--- config.mk ---
export PLATFORM = sky130hd
export DESIGN_NAME = mc_ctrl_flat
export DESIGN_NICKNAME = d
export VERILOG_FILES = /design/src/rtl/mc_pkg.sv /design/src/rtl/mc_ctrl_if.sv /design/src/rtl/rv32i_opdec.sv /design/src/rtl/mc_ctrl.sv /design/src/flat_wrapper.sv
export SDC_FILE = /design/constraint.sdc
export NUM_CORES = 1
export LEC_CHECK = 0
export BUFFER_PORTS_ARGS = -buffer_cell sky130_fd_sc_hd__buf_2
export CORE_MARGIN = 3
export CORE_UTILIZATION = 50
export DETAILED_ROUTE_END_ITERATION = 7
export GPL_TIMING_DRIVEN = 1
export PLACE_DENSITY_LB_ADDON = 0.25
export SKIP_CTS_REPAIR_TIMING = 1
export SLEW_MARGIN = 30
export SYNTH_ARGS = -nofsm -noshare
export SYNTH_HDL_FRONTEND = slang
export SYNTH_SLANG_ARGS = --single-unit
--- constraint.sdc ---
create_clock -name clk -period 2.18 [get_ports clk]
set_input_delay 0.109 -clock clk [delete_from_list [all_inputs] [get_ports clk]]
set_output_delay 0.109 -clock clk [all_outputs]
set_load 0.005 [all_outputs]
--- src/rtl/mc_pkg.sv ---
// Shared types and constants for the multi-cycle RV32I control FSM.
package mc_pkg;

   typedef enum logic [2:0] {
      FETCH  = 3'd0,
      DECODE = 3'd1,
      EXEC   = 3'd2,
      MEM    = 3'd3,
      WB     = 3'd4,
      TRAP   = 3'd5
   } state_t;

   localparam logic [6:0] OP_I  = 7'b0010011;
   localparam logic [6:0] OP_IJ = 7'b1100111;
   localparam logic [6:0] OP_IL = 7'b0000011;
   localparam logic [6:0] OP_SB = 7'b1100011;
   localparam logic [6:0] OP_S  = 7'b0100011;
   localparam logic [6:0] OP_UJ = 7'b1101111;
   localparam logic [6:0] OP_U  = 7'b0110111;
   localparam logic [6:0] OP_UI = 7'b0010111;
   localparam logic [6:0] OP_R  = 7'b0110011;

   localparam logic [1:0] PC_SEQ = 2'b00;
   localparam logic [1:0] PC_BR  = 2'b01;
   localparam logic [1:0] PC_JMP = 2'b10;

   typedef struct packed {
      logic i;
      logic ij;
      logic il;
      logic sb;
      logic s;
      logic uj;
      logic u;
      logic ui;
   } imm_sel_t;

endpackage

--- src/rtl/mc_ctrl_if.sv ---
// Controller <-> memory/datapath bus; master is the controller side.
interface mc_ctrl_if;
   logic [31:0] instr;
   logic        imem_ack;
   logic        dmem_ack;
   logic        br_taken;
   logic        imem_req;
   logic        ir_we;
   logic        I_imm, Ij_imm, Il_imm, SB_imm, S_imm, UJ_imm, U_imm, Ui_imm;
   logic        dmem_req;
   logic        dmem_we;
   logic        rf_we;
   logic        pc_we;
   logic [1:0]  pc_sel;
   logic [31:0] instret;
   logic        trap;

   modport master (
      input  instr, imem_ack, dmem_ack, br_taken,
      output imem_req, ir_we,
      output I_imm, Ij_imm, Il_imm, SB_imm, S_imm, UJ_imm, U_imm, Ui_imm,
      output dmem_req, dmem_we, rf_we, pc_we, pc_sel, instret, trap
   );

   modport slave (
      output instr, imem_ack, dmem_ack, br_taken,
      input  imem_req, ir_we,
      input  I_imm, Ij_imm, Il_imm, SB_imm, S_imm, UJ_imm, U_imm, Ui_imm,
      input  dmem_req, dmem_we, rf_we, pc_we, pc_sel, instret, trap
   );
endinterface

--- src/rtl/rv32i_opdec.sv ---
// Combinational opcode decoder: one-hot immediate-format select plus illegal flag.
module rv32i_opdec
   import mc_pkg::*;
(
   input  logic [6:0] opcode,
   output imm_sel_t   sel,
   output logic       illegal
);

   always_comb begin
      sel     = '0;
      illegal = 1'b0;
      case (opcode)
         OP_I:    sel.i  = 1'b1;
         OP_IJ:   sel.ij = 1'b1;
         OP_IL:   sel.il = 1'b1;
         OP_SB:   sel.sb = 1'b1;
         OP_S:    sel.s  = 1'b1;
         OP_UJ:   sel.uj = 1'b1;
         OP_U:    sel.u  = 1'b1;
         OP_UI:   sel.ui = 1'b1;
         OP_R:    ;
         default: illegal = 1'b1;
      endcase
   end

endmodule

--- src/rtl/mc_ctrl.sv ---
// Multi-cycle control FSM: FETCH/DECODE/EXEC/MEM/WB with a sticky TRAP on
// illegal opcodes and a retired-instruction counter.
module mc_ctrl
   import mc_pkg::*;
(
   input  logic      clk,
   input  logic      rst,
   mc_ctrl_if.master bus
);

   state_t      state, state_nxt;
   logic [6:0]  opcode_q;
   imm_sel_t    dec_sel, sel_q, sel_out;
   logic        dec_illegal;
   logic [1:0]  pc_sel_q;
   logic [31:0] instret_q;

   rv32i_opdec u_opdec (
      .opcode  (opcode_q),
      .sel     (dec_sel),
      .illegal (dec_illegal)
   );

   always_ff @(posedge clk or posedge rst) begin
      if (rst) state <= FETCH;
      else     state <= state_nxt;
   end

   always_comb begin
      state_nxt = state;
      case (state)
         FETCH:   if (bus.imem_ack) state_nxt = DECODE;
         DECODE:  state_nxt = dec_illegal ? TRAP : EXEC;
         EXEC:    state_nxt = (sel_q.il || sel_q.s) ? MEM : WB;
         MEM:     if (bus.dmem_ack) state_nxt = WB;
         WB:      state_nxt = FETCH;
         TRAP:    state_nxt = TRAP;
         default: state_nxt = FETCH;
      endcase
   end

   // Select and pc_sel are cleared in WB so they read zero once FETCH is entered.
   always_ff @(posedge clk or posedge rst) begin
      if (rst) begin
         opcode_q  <= '0;
         sel_q     <= '0;
         pc_sel_q  <= PC_SEQ;
         instret_q <= '0;
      end else begin
         case (state)
            FETCH:  if (bus.imem_ack) opcode_q <= bus.instr[6:0];
            DECODE: sel_q <= dec_sel;
            EXEC: begin
               if (sel_q.sb)                pc_sel_q <= bus.br_taken ? PC_BR : PC_SEQ;
               else if (sel_q.uj || sel_q.ij) pc_sel_q <= PC_JMP;
               else                         pc_sel_q <= PC_SEQ;
            end
            WB: begin
               instret_q <= instret_q + 32'd1;
               sel_q     <= '0;
               pc_sel_q  <= PC_SEQ;
            end
            default: ;
         endcase
      end
   end

   // The decoder drives the selects directly during DECODE; the register takes over after.
   assign sel_out = (state == DECODE) ? dec_sel : sel_q;

   assign bus.I_imm  = sel_out.i;
   assign bus.Ij_imm = sel_out.ij;
   assign bus.Il_imm = sel_out.il;
   assign bus.SB_imm = sel_out.sb;
   assign bus.S_imm  = sel_out.s;
   assign bus.UJ_imm = sel_out.uj;
   assign bus.U_imm  = sel_out.u;
   assign bus.Ui_imm = sel_out.ui;

   assign bus.imem_req = (state == FETCH);
   assign bus.ir_we    = (state == FETCH) && bus.imem_ack;
   assign bus.dmem_req = (state == MEM);
   assign bus.dmem_we  = (state == MEM) && sel_q.s;
   assign bus.pc_we    = (state == WB);
   assign bus.rf_we    = (state == WB) && !(sel_q.sb || sel_q.s);
   assign bus.pc_sel   = pc_sel_q;
   assign bus.instret  = instret_q;
   assign bus.trap     = (state == TRAP);

endmodule

--- src/flat_wrapper.sv ---
// flat-port wrapper written by rule: the top's interface ports become plain ports
module mc_ctrl_flat import mc_pkg::*;
  (clk, rst, bus_instr, bus_imem_ack, bus_dmem_ack, bus_br_taken, bus_imem_req, bus_ir_we, bus_I_imm, bus_Ij_imm, bus_Il_imm, bus_SB_imm, bus_S_imm, bus_UJ_imm, bus_U_imm, bus_Ui_imm, bus_dmem_req, bus_dmem_we, bus_rf_we, bus_pc_we, bus_pc_sel, bus_instret, bus_trap);
  mc_ctrl_if bus_i ();
  input  logic clk;
  input  logic rst;
  input wire logic [$bits(bus_i.instr)-1:0] bus_instr;
  input wire logic [$bits(bus_i.imem_ack)-1:0] bus_imem_ack;
  input wire logic [$bits(bus_i.dmem_ack)-1:0] bus_dmem_ack;
  input wire logic [$bits(bus_i.br_taken)-1:0] bus_br_taken;
  output wire logic [$bits(bus_i.imem_req)-1:0] bus_imem_req;
  output wire logic [$bits(bus_i.ir_we)-1:0] bus_ir_we;
  output wire logic [$bits(bus_i.I_imm)-1:0] bus_I_imm;
  output wire logic [$bits(bus_i.Ij_imm)-1:0] bus_Ij_imm;
  output wire logic [$bits(bus_i.Il_imm)-1:0] bus_Il_imm;
  output wire logic [$bits(bus_i.SB_imm)-1:0] bus_SB_imm;
  output wire logic [$bits(bus_i.S_imm)-1:0] bus_S_imm;
  output wire logic [$bits(bus_i.UJ_imm)-1:0] bus_UJ_imm;
  output wire logic [$bits(bus_i.U_imm)-1:0] bus_U_imm;
  output wire logic [$bits(bus_i.Ui_imm)-1:0] bus_Ui_imm;
  output wire logic [$bits(bus_i.dmem_req)-1:0] bus_dmem_req;
  output wire logic [$bits(bus_i.dmem_we)-1:0] bus_dmem_we;
  output wire logic [$bits(bus_i.rf_we)-1:0] bus_rf_we;
  output wire logic [$bits(bus_i.pc_we)-1:0] bus_pc_we;
  output wire logic [$bits(bus_i.pc_sel)-1:0] bus_pc_sel;
  output wire logic [$bits(bus_i.instret)-1:0] bus_instret;
  output wire logic [$bits(bus_i.trap)-1:0] bus_trap;
  assign bus_i.instr = bus_instr;
  assign bus_i.imem_ack = bus_imem_ack;
  assign bus_i.dmem_ack = bus_dmem_ack;
  assign bus_i.br_taken = bus_br_taken;
  assign bus_imem_req = bus_i.imem_req;
  assign bus_ir_we = bus_i.ir_we;
  assign bus_I_imm = bus_i.I_imm;
  assign bus_Ij_imm = bus_i.Ij_imm;
  assign bus_Il_imm = bus_i.Il_imm;
  assign bus_SB_imm = bus_i.SB_imm;
  assign bus_S_imm = bus_i.S_imm;
  assign bus_UJ_imm = bus_i.UJ_imm;
  assign bus_U_imm = bus_i.U_imm;
  assign bus_Ui_imm = bus_i.Ui_imm;
  assign bus_dmem_req = bus_i.dmem_req;
  assign bus_dmem_we = bus_i.dmem_we;
  assign bus_rf_we = bus_i.rf_we;
  assign bus_pc_we = bus_i.pc_we;
  assign bus_pc_sel = bus_i.pc_sel;
  assign bus_instret = bus_i.instret;
  assign bus_trap = bus_i.trap;
  mc_ctrl u_core (.clk(clk), .rst(rst), .bus(bus_i));
endmodule
Word level (Yosys, flattened, before mapping)
Cells that the tools add are included.
{"block": "totals", "register_bits": 52, "in_bits": 37, "wordCells": 61, "output_inout_bits": 49}
{"block": "classes", "add_sub_neg": 1, "reduce_logical": 13, "n_eq_ne": 16, "n_mux": 19}
{"op": "32-bit by 1-bit adder with 32-bit output, second input constant", "n": 1}
{"op": "7-bit by 6-bit == test with 1-bit output, second input constant", "n": 3}
{"op": "7-bit == test, second input constant", "n": 3}
{"op": "8-bit case mux with 2 select lines", "n": 1}
{"op": "3-bit case mux with 5 select lines", "n": 1}
{"op": "7-bit by 5-bit == test with 1-bit output, second input constant", "n": 2}
{"op": "3-bit 2-to-1 mux", "n": 4}
{"op": "1-bit 2-to-1 mux", "n": 9}
{"op": "9-bit OR reduction", "n": 1}
{"op": "8-bit 2-to-1 mux", "n": 1}
{"op": "7-bit by 2-bit == test with 1-bit output, second input constant", "n": 1}
{"op": "3-bit by 2-bit == test with 1-bit output, second input constant", "n": 2}
{"op": "3-bit == test, second input constant", "n": 2}
{"op": "2-bit 2-to-1 mux", "n": 2}
{"op": "2-bit != test, second input constant", "n": 2}
{"op": "2-bit case mux with 2 select lines", "n": 1}
{"op": "2-bit AND reduction", "n": 2}
{"op": "2-bit nonzero test", "n": 2}
{"op": "3-bit by 1-bit == test with 1-bit output, second input constant", "n": 1}
{"op": "1-bit logical AND", "n": 3}
{"op": "3-bit zero test", "n": 1}
{"op": "1-bit logical OR", "n": 3}
{"op": "1-bit zero test", "n": 1}

Longest topological paths before layout
Gate-level depths: netlist of run 1.
{"block": "depth", "depth_word": 4, "ltp_mapped": 6, "depth_no_buf": 5}

Cells and area by module
From an unflattened synthesis of run 1, not the netlist that was laid out.
{"block": "hier_totals", "hier_cells": 237, "area_unflattened_um2": 2583.7}
{"mod": "mc_ctrl", "n_inst": 1, "area_per_inst_um2": 2453.6, "cells_each": 216, "seq_area_each_um2": 1301.2}
{"mod": "rv32i_opdec", "n_inst": 1, "area_per_inst_um2": 130.1, "cells_each": 21, "seq_area_each_um2": 0.0}

Least setup slack after synthesis of run 1
OpenSTA, ideal clock, no wires.
{"block": "synth_timing", "path_type": "register to output", "startpoint": "register u_core.state[1]", "endpoint": "output bus_UJ_imm", "slack_ns": 0.401, "stages_incl_launch_ff": 6, "n_path_buf": 2, "t_required_ns": 2.071, "arrival_ns": 1.670, "path_cell_list": "dfrtp_1 -> buf_2 -> or3b_4 -> buf_6 -> or4_4 -> nand2_1"}
{"block": "synth_via", "elab_chain_len": 2}
{"item": "from (decl)", "line": "mc_ctrl.sv:11", "rtl": "state_t state, state_nxt;"}
{"item": "from (signal assigned)", "line": "mc_ctrl.sv:26", "rtl": "else state <= state_nxt;"}
{"item": "3-bit by 1-bit == test with 1-bit output", "line": "mc_ctrl.sv:69", "rtl": "assign sel_out = (state == DECODE) ? dec_sel : sel_q;"}
{"item": "8-bit 2-to-1 mux", "line": "mc_ctrl.sv:69"}
{"item": "to (decl)", "line": "flat_wrapper.sv:18", "rtl": "output wire logic [$bits(bus_i.UJ_imm)-1:0] bus_UJ_imm;"}
Every way passes these cells.

Final worst setup path of run 1
Ends and elaborated chain as after synthesis.

==> results.toml, run 1 <==
[global_routing]
antenna_found_initial = 0
overflow = 0
grt_max_degree = 53
grt_pass1_wl_mm = 8.37
grt.total_usage_pct = 17.4
first_global_vias = 1772

[worst_setup_path]
crit_path_max_incr_delay_ns = 0.58
cp_max_fo = 12
rr_worst_depth = 5
path_cells = "or3b_4, or4_4, nand2_1, buf_2"
start_kind = "flip-flop"
cp-end-kind = "primary output"
rrSetupSlack_ns = 0.22
r2r-end = "u_core.bus.instret[20]"
setup.worst_path.class = "flip-flop to primary output"
worstPathRequired_ns = 2.07
worstSetupStartpoint = "u_core.state[1]"
worst_ep_arrival_time_ns = 1.99
cp-endpoint = "bus_UJ_imm"
rr_startpoint = "u_core.state[1]"
slowest_stage = "or4_4"

[detailed_routing]
drc = 0
num_vias = 1914
drt_pass1_iterations = 4
wl_per_cell_um = 13.3
vias_per_cell = 5.20
routed_wl_mm = 4.91
drtIter0Drc = 83
ant_nets = 0

[clock_tree]
htreeDepth = 2
cts_tree = "built"
insertion_delay_ns = 0.30
clockBufferDepth = 2
cts_root_buffer = "clkbuf_8"
clock_sinks = 52
cts.clk_slew.worst_paths_ns = 0.08
cts_buffers = 5

[yosys]
synth_edf_count = 0
ys_async_sr_fraction_pct = 100
synth.largest_area_cell = "dfrtp_1"
synth-seq-area-share_pct = 51.9
ys_warn_count = 0
synthFlopType = "dfrtp_1"
synth_seq_cells = 52
synth.most_common_cell = "dfrtp_1"
synth_fp_nets = 274
synth.distinct_cells = 42
synth_area_mm2 = 0.00251
synth_cells = 236
avgSynthCellArea_um2 = 10.6
netlist.area_leader.share_pct = 51.9
yosys-top-cells-count = "dfrtp_1 (52), nand2_1 (37), xnor2_1 (28)"
synth_area_leaders = "dfrtp_1 (52%), xnor2_1 (9.8%), nand2_1 (5.5%)"

[layout]
area.growth.synth_to_final_pct = 21.0
final_util_pct = 63.4
fin_area_mm2 = 0.00304
multi_input_area_mm2 = 0.00113
n_fill_cell = 412
nNetsFinal = 338
n_antenna_cell = 0
drive_above_1_share_pct = 30.6
regArea_mm2 = 0.00130

[placement]
dpl_cell_area_mm2 = 0.00288
dp_hpwl_mm = 3.56
gp_congestion = 0.792
port_buffers = 60
pre_cts_slack_ns = 0.218

[floorplanning]
rows = 25
pin_count = 86
die_h_um = 76.8
start_util_pct = 52.4
core-area_mm2 = 0.00479
die-area_mm2 = 0.00590
dieWidth_um = 76.8

[run_status]
status = "completed"

[timing]
slew_headroom_pct = 72.2
period_share_pct = 96.1
tightest_slew_ns = 0.417
finalCriticalPeriod_ns = 2.10
setup_viol_count_final = 0
final-hold-violation-count = 0
clock_skew_ns = 0.00784
rsz0062_at_grt = "false"
fmax_mhz = 477
slew_viol_final = 0
worst_slack_ns = 0.0842
holdWs_ns = 0.0218

[pwr]
powerDensity_mw_per_mm2 = 880
leakage_nw = 1.55
ir_drop_v = 0.000708

[run]
cap_viol_max_count = 0

[worst_hold_path]
hp-class = "primary input to flip-flop"
-- routing by layer --
layer | GRT usage (%) | wire length (um) | vias up
met5 | 0 | 0 | -
met4 | 5.25 | 40 | 0
met3 | 4.23 | 178 | 4
met2 | 27.1 | 2360 | 34
met1 | 24.0 | 2330 | 928
li1 | - | - | 948
-- per-stage QoR --
| step | TNS (ns) | std cells | total power (W) |
|---|---|---|---|
| final | 0 | 368 | 0.00267 |
| after global routing | 0 | 368 | 0.00285 |
| after CTS | -0.224 | 366 | 0.00267 |
| after detailed placement | 0 | 358 | 0.00199 |
| after global placement | 0 | 358 | 0.00196 |
| after floorplan | 0 | 236 | 0.00178 |
-- cell usage in the layout (no fill, tap or decap), types with 2 or more instances in the layout --
master / netlist / layout
nor2_1: 7 / 7
mux2_2: 6 / 6
nand2_1: 37 / 37
and3_1: 4 / 4
and4_1: 5 / 5
buf_4: 1 / 6
a21o_1: 2 / 2
nand3_1: 13 / 13
nor3_1: 5 / 4
nand4_1: 13 / 13
inv_1: 6 / 5
a21oi_1: 2 / 2
clkbuf_8: 0 / 6
a22o_1: 2 / 2
dfrtp_1: 52 / 52
xnor2_1: 28 / 28
o21ai_0: 8 / 7
xor2_1: 3 / 3
nor4_4: 2 / 3
nand2b_1: 3 / 3
a211o_1: 2 / 2
o31ai_1: 2 / 2
buf_2: 4 / 60
and2_1: 6 / 6
-- power by group --
group / internal [W] / switching (W)
registers: 0.00110 / 0.000188
clock network: 0.000375 / 0.000304
logic: 0.000316 / 0.000389
total: 0.00179 / 0.000881
-- kinds of logic after synthesis --
| kind of cell | count (synthesis) | synth area share, % |
|---|---|---|
| buffers and inverters | 17 | 3.79 |
| AOI/OAI and AO/OA | 24 | 6.53 |
| and+or+nand+nor | 105 | 23.8 |
| xor gates and xnor gates | 31 | 10.8 |
| DFF | 52 | 51.9 |
| muxes | 6 | 2.69 |
| adders and majority gates | 1 | 0.499 |
-- critical path, delay by kind of cell (launching register included) --
| kind | cells | cell delay, ns |
|---|---|---|
| buffers and inverters | 1 | 0.11 |
| and+or+nand+nor | 3 | 1.16 |
| DFF | 1 | 0.44 |
-- final cells by class --
| class | instances | area share [%] |
|---|---|---|
| sequential | 52 | 42.9 |
| multi-input combinational | 167 | 37.3 |
| timing repair buffer | 68 | 12.4 |
| tap | 67 | 2.76 |
| clock buffer | 6 | 2.72 |
| clock inverter | 2 | 1.28 |
| inverter | 6 | 0.742 |
-- worst min path at each step --
stage	start	endpoint	slack, ns	depth (start not counted)
after floorplan	bus_instr[4]	u_core.opcode_q[4]	0.23	2
after global placement	rst	u_core.bus.instret[3]	0.18	3
after detailed placement	rst	u_core.bus.instret[4]	0.18	3
after CTS	rst	u_core.bus.instret[5]	-0.15	3
after global routing	bus_instr[4]	u_core.opcode_q[4]	0.03	3
final	bus_instr[4]	u_core.opcode_q[4]	0.02	3
-- registers in the layout, indices dropped and copies added (netlist names) --
signal and cells:
u_core.bus.pc_sel 2, u_core.opcode_q 7, u_core.sel_q 8, u_core.state 3, u_core.bus.instret 32
No activity file was read; power rests on OpenSTA's default activity.
==> run 2, diff against run 1 <==
--- a/config.mk
+++ b/config.mk
@@ -5,10 +5,10 @@
 export SDC_FILE = /design/constraint.sdc
 export NUM_CORES = 1
 export LEC_CHECK = 0
-export BUFFER_PORTS_ARGS = -buffer_cell sky130_fd_sc_hd__buf_2
 export CORE_MARGIN = 3
-export CORE_UTILIZATION = 50
+export CORE_UTILIZATION = 60
 export DETAILED_ROUTE_END_ITERATION = 7
+export DONT_BUFFER_PORTS = 1
 export GPL_TIMING_DRIVEN = 1
 export PLACE_DENSITY_LB_ADDON = 0.25
 export SKIP_CTS_REPAIR_TIMING = 1
==> results.toml, run 2 (same netlist as run 1, synthesis figures left out) <==
[pwr]
clkPwrFrac_pct = 23.2
intPower_w = 0.00165
powerDensity_mw_per_mm2 = 917
ir_drop_v = 0.000930
seqPwrFrac_pct = 51.6
switchingPower_w = 0.000875
power.share.switching_pct = 34.7
leakage_nw = 1.26
pwr-share-comb_pct = 25.2

[placement]
port_buffers = 0
dp_hpwl_mm = 3.57
dpl.cell_count = 280
gp_congestion = 0.813
dpl_cell_area_mm2 = 0.00255
pre_cts_slack_ns = 0.227

[global_routing]
antenna_found_initial = 0
overflow = 0
first_global_vias = 1584
grt.total_usage_pct = 19.8
grt_max_degree = 20
grt_pass1_wl_mm = 7.85

[floorplanning]
die_h_um = 70.7
start_util_pct = 65.1
die-area_mm2 = 0.00499
rows = 22
core-area_mm2 = 0.00385
dieWidth_um = 70.7
pin_count = 86

[run]
cap_viol_max_count = 0

[worst_setup_path]
path_cells = "or3b_4, nor3_1, nor3b_1, a21o_1"
cp_max_fo = 12
worst_ep_arrival_time_ns = 1.96
crit_path_max_incr_delay_ns = 0.51
cp-end-kind = "primary output"
worstPathRequired_ns = 2.07
setup.worst_path.class = "flip-flop to primary output"
slowest_stage = "or3b_4"
start_kind = "flip-flop"

[timing]
fmax_mhz = 484
setup_viol_count_final = 0
worst_slack_ns = 0.112
final-hold-violation-count = 0
clock_skew_ns = 0.00260
period_share_pct = 94.8
finalCriticalPeriod_ns = 2.07
slew_headroom_pct = 71.8
tightest_slew_ns = 0.424
slew_viol_final = 0

[worst_hold_path]
hp-class = "primary input to flip-flop"

[detailed_routing]
ant_nets = 0
num_vias = 1749
wl_per_cell_um = 16.9
vias_per_cell = 5.93
routed_wl_mm = 4.98
drc = 0
drt_pass1_iterations = 8
drtIter0Drc = 94

[layout]
final_cell_mix = "dfrtp_1 (52), nand2_1 (37), xnor2_1 (28)"
n_antenna_cell = 0
drive_above_1_share_pct = 13.0
n_fill_cell = 294
final_common_cell = "dfrtp_1"
fin_area_mm2 = 0.00275
largest_register_ffs = 32
final_util_pct = 71.4
area.growth.synth_to_final_pct = 9.63
multi_input_area_mm2 = 0.00114
regArea_mm2 = 0.00130
fin_cells = 295
nNetsFinal = 285

[clock_tree]
clockBufferDepth = 2
htreeDepth = 2
insertion_delay_ns = 0.30
cts_root_buffer = "clkbuf_8"
cts_tree = "built"
cts_buffers = 5
clock_sinks = 52
cts.clk_slew.worst_paths_ns = 0.09

[run_status]
status = "completed"
[run 2: per-stage QoR]
| stage | total power (W) | hold WS [ns] | setup TNS (ns) |
|---|---|---|---|
| 6_report | 0.00252 | 0.0391 | 0 |
| 3_5_place_dp | 0.00191 | 0.00265 | 0 |
| 5_1_grt | 0.00266 | 0.0447 | -0.00116 |
| 3_3_place_gp | 0.00188 | -0.000263 | 0 |
| 2_1_floorplan | 0.00178 | 0.226 | 0 |
| 4_1_cts | 0.00249 | -0.330 | -0.166 |
[run 2: power by group through the flow]
stage | registers, W | clock network, W | logic, W
after floorplan | 0.00125 | 0 | 0.000538
after detailed placement | 0.00131 | 0 | 0.000606
after global routing | 0.00133 | 0.000630 | 0.000703
after CTS | 0.00129 | 0.000595 | 0.000610
final | 0.00130 | 0.000584 | 0.000635
after global placement | 0.00129 | 0 | 0.000587
[run 2: worst paths after layout]
kind / startpoint / slack (ns) / depth (start not counted) / endpoint
max: u_core.state[1] / 0.11 / 4 / bus_SB_imm
min in group asynchronous: rst / 0.24 / 2 / u_core.bus.instret[8]
max in group asynchronous: rst / 1.35 / 3 / u_core.state[2]
min: bus_dmem_ack / 0.04 / 3 / u_core.state[1]
max reg2reg: u_core.state[1] / 0.22 / 5 / u_core.bus.instret[23]
min reg2reg: u_core.sel_q[0] / 0.49 / 2 / u_core.sel_q[0]
[run 2: routing by layer]
layer  GRT usage [%]  vias to the layer above  share of wire [%]
li1                -                      836                  -
met1            27.5                      846                 46
met2            29.2                       61                 46
met3            7.67                        6                6.5
met4            5.64                        0                1.0
met5               0                        -                  0
[run 2: area by class of cell]
class / count / share of cell area (%)
multi-input cells: 167 / 41.4
well taps: 48 / 2.18
clock buffers: 7 / 3.50
flip-flops and latches: 52 / 47.3
inverters: 6 / 0.819
repair buffers: 15 / 4.82
[run 2: critical path: cells and delay by family (launching register included)]
family	cells	cell delay (ns)
AO/OA/AOI/OAI	1	0.15
AND/OR/NAND/NOR	3	1.05
flip-flops	1	0.44
==> run 3, diff against run 2 <==
--- a/config.mk
+++ b/config.mk
@@ -7,6 +7,7 @@
 export LEC_CHECK = 0
 export CORE_MARGIN = 3
 export CORE_UTILIZATION = 60
+export CTS_CLUSTER_SIZE = 8
 export DETAILED_ROUTE_END_ITERATION = 7
 export DONT_BUFFER_PORTS = 1
 export GPL_TIMING_DRIVEN = 1
@@ -15,4 +16,5 @@
 export SLEW_MARGIN = 30
 export SYNTH_ARGS = -nofsm -noshare
 export SYNTH_HDL_FRONTEND = slang
+export SYNTH_HIERARCHICAL = 1
 export SYNTH_SLANG_ARGS = --single-unit
==> results.toml, run 3 <==
[run_status]
status = "completed"

[yosys]
synth_fp_nets = 275
synth_area_leaders = "dfrtp_1 (50%), xnor2_1 (9.2%), mux2_2 (7.0%)"
synth_cells = 237
ys_async_sr_fraction_pct = 100
synth.largest_area_cell = "dfrtp_1"
yosys-top-cells-count = "dfrtp_1 (52), xnor2_1 (27), nand2_1 (17)"
synth.distinct_cells = 41
avgSynthCellArea_um2 = 10.9
synth-seq-area-share_pct = 50.4
synthFlopType = "dfrtp_1"
netlist.area_leader.share_pct = 50.4
synth_seq_cells = 52
ys_warn_count = 6
synth_edf_count = 0
synth_area_mm2 = 0.00258
synth.most_common_cell = "dfrtp_1"

[run]
cap_viol_max_count = 0

[detailed_routing]
ant_nets = 0
wl_per_cell_um = 15.8
num_vias = 1803
drtIter0Drc = 79
routed_wl_mm = 4.84
vias_per_cell = 5.89
drc = 0
drt_pass1_iterations = 4

[clock_tree]
cts_root_buffer = "clkbuf_8"
cts_buffers = 5
htreeDepth = 2
cts.clk_slew.worst_paths_ns = 0.09
cts_tree = "built"
clockBufferDepth = 2
insertion_delay_ns = 0.30
clock_sinks = 52

[global_routing]
grt.total_usage_pct = 19.6
antenna_found_initial = 0
overflow = 0
grt_max_degree = 53
grt_pass1_wl_mm = 7.98
first_global_vias = 1687

[pwr]
intPower_w = 0.00168
finalPower_w = 0.00253
ir_drop_v = 0.000526
switchingPower_w = 0.000849
pwr-share-comb_pct = 25.7
clkPwrFrac_pct = 22.3
leakage_nw = 1.24
powerDensity_mw_per_mm2 = 887
seqPwrFrac_pct = 52.0
power.share.switching_pct = 33.5

[timing]
final-hold-violation-count = 0
finalCriticalPeriod_ns = 1.81
period_share_pct = 82.8
rsz0062_at_grt = "false"
slew_viol_final = 0
setup_viol_count_final = 0
slew_headroom_pct = 57.5
fmax_mhz = 554
fin_tns_setup_ns = 0
worst_slack_ns = 0.374
clock_skew_ns = 0.00597
tightest_slew_ns = 0.638

[layout]
n_fill_cell = 329
largest_register_ffs = 32
nNetsFinal = 293
regArea_mm2 = 0.00130
multi_input_area_mm2 = 0.00121
drive_above_1_share_pct = 17.6
area.growth.synth_to_final_pct = 10.6
final_cell_mix = "dfrtp_1 (52), xnor2_1 (27), nand2_1 (17)"
final_common_cell = "dfrtp_1"
n_antenna_cell = 0
final_util_pct = 69.9
fin_cells = 306

[floorplanning]
dieWidth_um = 71.6
core-area_mm2 = 0.00409
pin_count = 86
die-area_mm2 = 0.00513
rows = 23
die_h_um = 71.6
start_util_pct = 63.2

[placement]
dpl.cell_count = 290
pre_cts_slack_ns = 0.400
port_buffers = 0
gp_congestion = 0.783
dp_hpwl_mm = 3.50

[worst_setup_path]
rr_worst_depth = 4
start_kind = "flip-flop"
worst_ep_arrival_time_ns = 2.00
cp-end-kind = "flip-flop"
setup.worst_path.class = "flip-flop to flip-flop"
cp_max_fo = 10
worstPathRequired_ns = 2.37

[worst_hold_path]
hp-class = "primary input to flip-flop"
whs_path_depth = 3
run 3: critical path, cell delays in order (launching register included):
cell	delay, ns
dfrtp_1	0.40
buf_4	0.17
nor3_1	0.35
and2_1	0.41
mux2_2	0.38
run 3: power groups by stage:
stage	Sequential (W)	Clock [W]	Combinational [W]
floorplan	0.00128	0	0.000517
global placement	0.00133	0	0.000629
detailed placement	0.00134	0	0.000643
CTS	0.00132	0.000575	0.000648
global route	0.00135	0.000608	0.000732
finish	0.00132	0.000565	0.000652
run 3: worst paths after layout:
| kind | to | start | slack, ns |
|---|---|---|---|
| setup / recovery | u_core/opcode_q[3] | u_core/state[0] | 0.37 |
| min in group asynchronous | u_core/opcode_q[6] | rst | 0.44 |
| hold reg to reg | u_core/bus.instret[31] | u_core/bus.instret[31] | 0.51 |
| max in group asynchronous | u_core/bus.instret[19] | rst | 1.31 |
| hold / removal | u_core/state[1] | bus_dmem_ack | 0.007 |
| setup reg to reg | u_core/opcode_q[3] | u_core/state[0] | 0.37 |
run 3: cell families after synthesis:
family / share of synthesized area [%]
and+or+nand+nor: 25.1
DFF: 50.4
xor gates and xnor gates: 10.5
muxes: 7.75
buffers and inverters: 2.76
AOI/OAI and AO/OA: 3.05
adders and majority gates: 0.484
run 3: through the flow:
stage | hold slack [ns] | area (um2)
3_3_place_gp | 0.205 | 2680
5_1_grt | 0.0321 | 2860
3_5_place_dp | 0.211 | 2680
4_1_cts | -0.121 | 2780
6_report | 0.00742 | 2860
2_1_floorplan | 0.261 | 2580
run 3: area by class of cell:
cell class / instances / share of cell area [%]
Clock buffer: 6 / 2.89
Sequential cell: 52 / 45.6
Clock inverter: 2 / 0.350
Inverter: 11 / 1.45
Tap cell: 50 / 2.19
Multi-Input combinational cell: 168 / 42.4
Timing Repair Buffer: 17 / 5.17
run 3: routing by layer:
layer	global-route usage, %	wire (um)
met1	23.9	2000
met2	33.3	2460
met3	6.59	326
met4	5.01	49
met5	0	0
